==> config.mk <==
export PLATFORM = sky130hd
export DESIGN_NAME = sram_sync_arbiter_flat
export DESIGN_NICKNAME = d
export VERILOG_FILES = /design/src/rtl/sram_sync_arbiter_pkg.sv /design/src/rtl/sram_sync_arbiter_if.sv /design/src/rtl/sram_sync_arbiter.sv /design/src/flat_wrapper.sv
export SDC_FILE = /design/constraint.sdc
export NUM_CORES = 1
export LEC_CHECK = 0
export CORE_AREA = 3 3 96 98
export CTS_CLUSTER_DIAMETER = 100
export DETAILED_ROUTE_END_ITERATION = 10
export DIE_AREA = 0 0 99 101
export GPL_ROUTABILITY_DRIVEN = 0
export MAX_ROUTING_LAYER = met4
export PLACE_DENSITY = 0.7
export SLEW_MARGIN = 25
export SYNTH_ARGS = -nofsm -noshare
export SYNTH_HDL_FRONTEND = slang
export SYNTH_SLANG_ARGS = --single-unit
==> constraint.sdc <==
create_clock -name clk -period 1.8 [get_ports clk]
set_clock_uncertainty 0.2 [all_clocks]
set_input_delay 0.36 -clock clk [delete_from_list [all_inputs] [get_ports clk]]
set_output_delay 0.36 -clock clk [all_outputs]
set_load 0.02 [all_outputs]
==> src/rtl/sram_sync_arbiter_pkg.sv <==
// Shared types for the SRAM arbiter: response port index and counter sizing helper.
package sram_sync_arbiter_pkg;

  typedef enum logic {
    PORT_D = 1'b0,
    PORT_I = 1'b1
  } port_e;

  function automatic int cnt_width(input int max_count);
    return $clog2(max_count + 1);
  endfunction

endpackage

==> src/rtl/sram_sync_arbiter_if.sv <==
// Bundle of both requester ports plus the SRAM bus seen by the arbiter.
interface sram_sync_arbiter_if #(
  parameter int W_ADDR = 11,
  parameter int W_DATA = 32
);
  localparam int W_STRB = W_DATA / 8;

  logic              p0_req;
  logic              p0_gnt;
  logic              p0_write;
  logic [W_ADDR-1:0] p0_addr;
  logic [W_STRB-1:0] p0_wstrb;
  logic [W_DATA-1:0] p0_wdata;
  logic              p0_rsp;
  logic [W_DATA-1:0] p0_rdata;

  logic              p1_req;
  logic              p1_gnt;
  logic              p1_write;
  logic [W_ADDR-1:0] p1_addr;
  logic [W_STRB-1:0] p1_wstrb;
  logic [W_DATA-1:0] p1_wdata;
  logic              p1_rsp;
  logic [W_DATA-1:0] p1_rdata;

  logic [W_ADDR-1:0] sram_addr;
  logic              sram_ren;
  logic [W_STRB-1:0] sram_wen;
  logic [W_DATA-1:0] sram_wdata;
  logic [W_DATA-1:0] sram_rdata;

  // master = requesters plus the SRAM macro; slave = the arbiter itself
  modport master (
    output p0_req, p0_write, p0_addr, p0_wstrb, p0_wdata,
    output p1_req, p1_write, p1_addr, p1_wstrb, p1_wdata,
    output sram_rdata,
    input  p0_gnt, p0_rsp, p0_rdata,
    input  p1_gnt, p1_rsp, p1_rdata,
    input  sram_addr, sram_ren, sram_wen, sram_wdata
  );

  modport slave (
    input  p0_req, p0_write, p0_addr, p0_wstrb, p0_wdata,
    input  p1_req, p1_write, p1_addr, p1_wstrb, p1_wdata,
    input  sram_rdata,
    output p0_gnt, p0_rsp, p0_rdata,
    output p1_gnt, p1_rsp, p1_rdata,
    output sram_addr, sram_ren, sram_wen, sram_wdata
  );

endinterface

==> src/rtl/sram_sync_arbiter.sv <==
// Fixed-priority arbiter sharing one synchronous SRAM between a data port (P0)
// and a fetch port (P1), with a starvation counter that forces a P1 grant.
module sram_sync_arbiter
  import sram_sync_arbiter_pkg::*;
#(
  parameter int W_ADDR     = 11,
  parameter int W_DATA     = 32,
  parameter int STARVE_MAX = 4
) (
  input  logic               clk,
  input  logic               rst_n,
  sram_sync_arbiter_if.slave bus
);

  localparam int W_STRB = W_DATA / 8;
  localparam int CNT_W  = cnt_width(STARVE_MAX);

  logic [CNT_W-1:0]  starve_cnt;
  logic              force1;
  logic              grant0;
  logic              grant1;
  logic              rsp_valid;
  port_e             rsp_idx;

  logic              win_write;
  logic [W_ADDR-1:0] win_addr;
  logic [W_STRB-1:0] win_strb;
  logic [W_DATA-1:0] win_wdata;

  always_comb begin
    force1 = (starve_cnt == CNT_W'(STARVE_MAX));
    grant1 = bus.p1_req && (force1 || !bus.p0_req);
    grant0 = bus.p0_req && !grant1;
  end

  assign bus.p0_gnt = grant0;
  assign bus.p1_gnt = grant1;

  // Idle cycles present P0's payload; ren/wen are both held low then.
  always_comb begin
    win_write = bus.p0_write;
    win_addr  = bus.p0_addr;
    win_strb  = bus.p0_wstrb;
    win_wdata = bus.p0_wdata;
    if (grant1) begin
      win_write = bus.p1_write;
      win_addr  = bus.p1_addr;
      win_strb  = bus.p1_wstrb;
      win_wdata = bus.p1_wdata;
    end
  end

  always_comb begin
    bus.sram_addr  = win_addr;
    bus.sram_wdata = win_wdata;
    bus.sram_ren   = (grant0 || grant1) && !win_write;
    bus.sram_wen   = (grant0 || grant1) && win_write ? win_strb : '0;
  end

  // P1 only loses to a P0 grant, so any P1 request not granted counts as a loss.
  always_ff @(posedge clk) begin
    if (!rst_n) begin
      starve_cnt <= '0;
    end else if (!bus.p1_req || grant1) begin
      starve_cnt <= '0;
    end else if (!force1) begin
      starve_cnt <= starve_cnt + CNT_W'(1);
    end
  end

  always_ff @(posedge clk) begin
    if (!rst_n) begin
      rsp_valid <= 1'b0;
      rsp_idx   <= PORT_D;
    end else begin
      rsp_valid <= grant0 || grant1;
      rsp_idx   <= grant1 ? PORT_I : PORT_D;
    end
  end

  assign bus.p0_rsp   = rsp_valid && (rsp_idx == PORT_D);
  assign bus.p1_rsp   = rsp_valid && (rsp_idx == PORT_I);
  assign bus.p0_rdata = bus.sram_rdata;
  assign bus.p1_rdata = bus.sram_rdata;

endmodule

==> src/flat_wrapper.sv <==
// flat-port wrapper written by rule: the top's interface ports become plain ports
module sram_sync_arbiter_flat import sram_sync_arbiter_pkg::*;
#(
  parameter int W_ADDR     = 11,
  parameter int W_DATA     = 32,
  parameter int STARVE_MAX = 4
)
  (clk, rst_n, bus_p0_req, bus_p0_write, bus_p0_addr, bus_p0_wstrb, bus_p0_wdata, bus_p1_req, bus_p1_write, bus_p1_addr, bus_p1_wstrb, bus_p1_wdata, bus_sram_rdata, bus_p0_gnt, bus_p0_rsp, bus_p0_rdata, bus_p1_gnt, bus_p1_rsp, bus_p1_rdata, bus_sram_addr, bus_sram_ren, bus_sram_wen, bus_sram_wdata);
  sram_sync_arbiter_if #(.W_ADDR(W_ADDR), .W_DATA(W_DATA)) bus_i ();
  input  logic clk;
  input  logic rst_n;
  input wire logic [$bits(bus_i.p0_req)-1:0] bus_p0_req;
  input wire logic [$bits(bus_i.p0_write)-1:0] bus_p0_write;
  input wire logic [$bits(bus_i.p0_addr)-1:0] bus_p0_addr;
  input wire logic [$bits(bus_i.p0_wstrb)-1:0] bus_p0_wstrb;
  input wire logic [$bits(bus_i.p0_wdata)-1:0] bus_p0_wdata;
  input wire logic [$bits(bus_i.p1_req)-1:0] bus_p1_req;
  input wire logic [$bits(bus_i.p1_write)-1:0] bus_p1_write;
  input wire logic [$bits(bus_i.p1_addr)-1:0] bus_p1_addr;
  input wire logic [$bits(bus_i.p1_wstrb)-1:0] bus_p1_wstrb;
  input wire logic [$bits(bus_i.p1_wdata)-1:0] bus_p1_wdata;
  input wire logic [$bits(bus_i.sram_rdata)-1:0] bus_sram_rdata;
  output wire logic [$bits(bus_i.p0_gnt)-1:0] bus_p0_gnt;
  output wire logic [$bits(bus_i.p0_rsp)-1:0] bus_p0_rsp;
  output wire logic [$bits(bus_i.p0_rdata)-1:0] bus_p0_rdata;
  output wire logic [$bits(bus_i.p1_gnt)-1:0] bus_p1_gnt;
  output wire logic [$bits(bus_i.p1_rsp)-1:0] bus_p1_rsp;
  output wire logic [$bits(bus_i.p1_rdata)-1:0] bus_p1_rdata;
  output wire logic [$bits(bus_i.sram_addr)-1:0] bus_sram_addr;
  output wire logic [$bits(bus_i.sram_ren)-1:0] bus_sram_ren;
  output wire logic [$bits(bus_i.sram_wen)-1:0] bus_sram_wen;
  output wire logic [$bits(bus_i.sram_wdata)-1:0] bus_sram_wdata;
  assign bus_i.p0_req = bus_p0_req;
  assign bus_i.p0_write = bus_p0_write;
  assign bus_i.p0_addr = bus_p0_addr;
  assign bus_i.p0_wstrb = bus_p0_wstrb;
  assign bus_i.p0_wdata = bus_p0_wdata;
  assign bus_i.p1_req = bus_p1_req;
  assign bus_i.p1_write = bus_p1_write;
  assign bus_i.p1_addr = bus_p1_addr;
  assign bus_i.p1_wstrb = bus_p1_wstrb;
  assign bus_i.p1_wdata = bus_p1_wdata;
  assign bus_i.sram_rdata = bus_sram_rdata;
  assign bus_p0_gnt = bus_i.p0_gnt;
  assign bus_p0_rsp = bus_i.p0_rsp;
  assign bus_p0_rdata = bus_i.p0_rdata;
  assign bus_p1_gnt = bus_i.p1_gnt;
  assign bus_p1_rsp = bus_i.p1_rsp;
  assign bus_p1_rdata = bus_i.p1_rdata;
  assign bus_sram_addr = bus_i.sram_addr;
  assign bus_sram_ren = bus_i.sram_ren;
  assign bus_sram_wen = bus_i.sram_wen;
  assign bus_sram_wdata = bus_i.sram_wdata;
  sram_sync_arbiter #(.W_ADDR(W_ADDR), .W_DATA(W_DATA), .STARVE_MAX(STARVE_MAX)) u_core (.clk(clk), .rst_n(rst_n), .bus(bus_i));
endmodule
==> run metrics <==
WL/cell 15.49 um; area share of the largest cell type after synthesis 0.3800; Layout Cells excl Fill 381; Final Power 1.149 mW; total gr overflow 0; Synth Area in Adders 0.01667; Final Net Count 407; vias in the first global route 1554; Ys Warns 0; Placement Cell Area 2829 sq um; drt drc 0; cell total after placement 366; total CTS buffers 3; Final Max Tran Viols 0; Synth area leader mux2_4; Detailed Routing Iterations Pass 1 2; sequential area share after synthesis 0.06667; core footprint 8551 sq um; Crit Path Category reg2out; clock tree sinks 5; post-DP HPWL 4640 um; Clock Path Buffers 2; compound-gate portion of the synthesized area 0.06083; chip width 99 um; GRT Overall Usage 0.1064; CP arrival 1.76 ns; hold slack 0.3236 ns; largest net degree at the start of global routing 10; final hold viol count 0; Hold Path Class reg2reg; first-pass GRT wire length 8286 um; Period minus WS final 2.321 ns; most common cell after layout, fill and taps aside clkdlybuf4s50_1; VDD IR max 0.2580 mV; number of distinct library cells after synthesis 23; drt via density 3.848; Worst-path clk slew 0.03 ns; final wirelength 5901 um; share of layout cells above drive strength 1 0.5294; cts hold-fix bufs 0; CTS root buffer clkbuf_8; htree depth 1; post-synthesis simple-gate area fraction 0.06583; status finished with violations; clk_lat worst skew 0.22 ns; Layout area overhead 108.7%; post-route ant nets 0; row count 34; Finished Cell Area 3133 sq um; io pins 248; final worst setup slack -0.5208 ns; commonest non-fill, non-tap cells in the layout 97 x clkdlybuf4s50_1, 60 x buf_6, 40 x mux2_4; Area contributors post-synth mux2_4 38%, buf_4 32%, dfxtp_1 6.7%, mux2_2 3.8%, buf_6 3.0%; Rel. slew slack 0.8348; fin crit share 1.289; initial antenna violation count 1; Die Footprint 9999 sq um; Die Height 101 um; Cell Area, Synth 1501 sq um; failing checks negative setup slack; Post-Synth XOR/XNOR Area 0; max cap viols 0; largest family of logic cells by synthesized area multiplexers; fmax 430.9 MHz; I/O Buffers 151; Synthesized Nets 289; Post-Syn Instances 155; crit end category primary output; leakage 1.434 nW; via count 1466; PD cells 366.9 nW/um^2; RSZ-0062 raised after global routing true; initial DRC count 11; mux share of post-synthesis cell area 0.4242; CP startpoint kind flip-flop; Finish-stage setup viols 50; syn_area_per_cell 9.687 sq um; initial core utilization 0.1756; TritonCTS clock tree done; Seq cells post-synth 5; worst-path maximum fanout 8; Worst Path Required 1.24 ns; Slew @ Worst Pin 0.2451 ns
where the power goes:
part | internal [mW] | switching [mW]
Sequential | 0.115 | 0.00194
Clock | 0.152 | 0.0496
Combinational | 0.530 | 0.301
Total | 0.797 | 0.353
registers in the layout, indices dropped and copies added, names as in the netlist:
name and count:
u_core.starve_cnt 3, u_core.rsp_valid 1, u_core.rsp_idx 1
worst max-delay path, cell delays in order, from the launching register on:
cell and delay, ns:
dfxtp_2 0.33, inv_2 0.04, ha_4 0.16, a21bo_4 0.26, nand2_8 0.15, clkbuf_16 0.17, mux2_4 0.31, buf_6 0.13
cell usage after synthesis:
cell / n
buf_4: 64
mux2_4: 38
nand3_1: 6
a21oi_1: 5
dfxtp_1: 5
inv_1: 5
mux2_2: 5
and2_1: 4
buf_6: 4
o21ai_0: 4
ha_1: 2
nor2_1: 2
a21bo_4: 1
a21boi_0: 1
a32oi_1: 1
and3_1: 1
buf_2: 1
mux2i_1: 1
nand2_1: 1
nand2_8: 1
nor2b_1: 1
o21a_1: 1
o22ai_1: 1
logic make-up after synthesis:
kind of cell	after synthesis
buffers and inverters	74
multiplexers	44
AND/OR/NAND/NOR	16
AO/OA/AOI/OAI	14
flip-flops	5
adder cells (fa/ha/maj)	2
worst paths after layout:
kind	startpoint	endpoint	slack, ns	depth (start not counted)
worst max-delay path	u_core.starve_cnt[1]	bus_sram_wdata[21]	-0.52	7
worst min-delay path	u_core.starve_cnt[0]	u_core.starve_cnt[0]	0.32	2
worst max register to register	u_core.starve_cnt[1]	u_core.rsp_idx	0.40	5
worst min register to register	u_core.starve_cnt[0]	u_core.starve_cnt[0]	0.32	2
through the flow:
step	TNS, ns	util	worst slack (ns)
finish	-22.74	0.3664	-0.5208
global route	-25.59	0.3664	-0.5740
CTS	-24.26	0.3471	-0.5815
detailed placement	-50.34	0.3308	-1.053
global placement	-50.08	0.3308	-1.028
floorplan	-4.303	-	-0.1101
cell type report:
class	count	area, sq um
Sequential cell	5	102.6
Antenna cell	1	2.502
Tap cell	108	135.1
Multi-Input combinational cell	77	948.4
Clock buffer	4	45.04
Timing Repair Buffer	181	1881
Fill cell	860	5418
Inverter	5	18.77
metal layers:
layer	global-route usage	vias to the layer above	share of wire
li1	-	698	-
met1	0.1146	657	0.37
met2	0.1865	102	0.51
met3	0.03945	9	0.12
met4	0.02416	0	0.0064
met5	-	-	0
repair_timing:
action                                  in CTS  in global routing
gates resized for setup                    290                 42
pin swaps                                    3                  4
buffers inserted                             5                  6
endpoints found under the setup margin      52                 50
gates cloned                                 2                  1
Power figures use the tool's default switching activity.
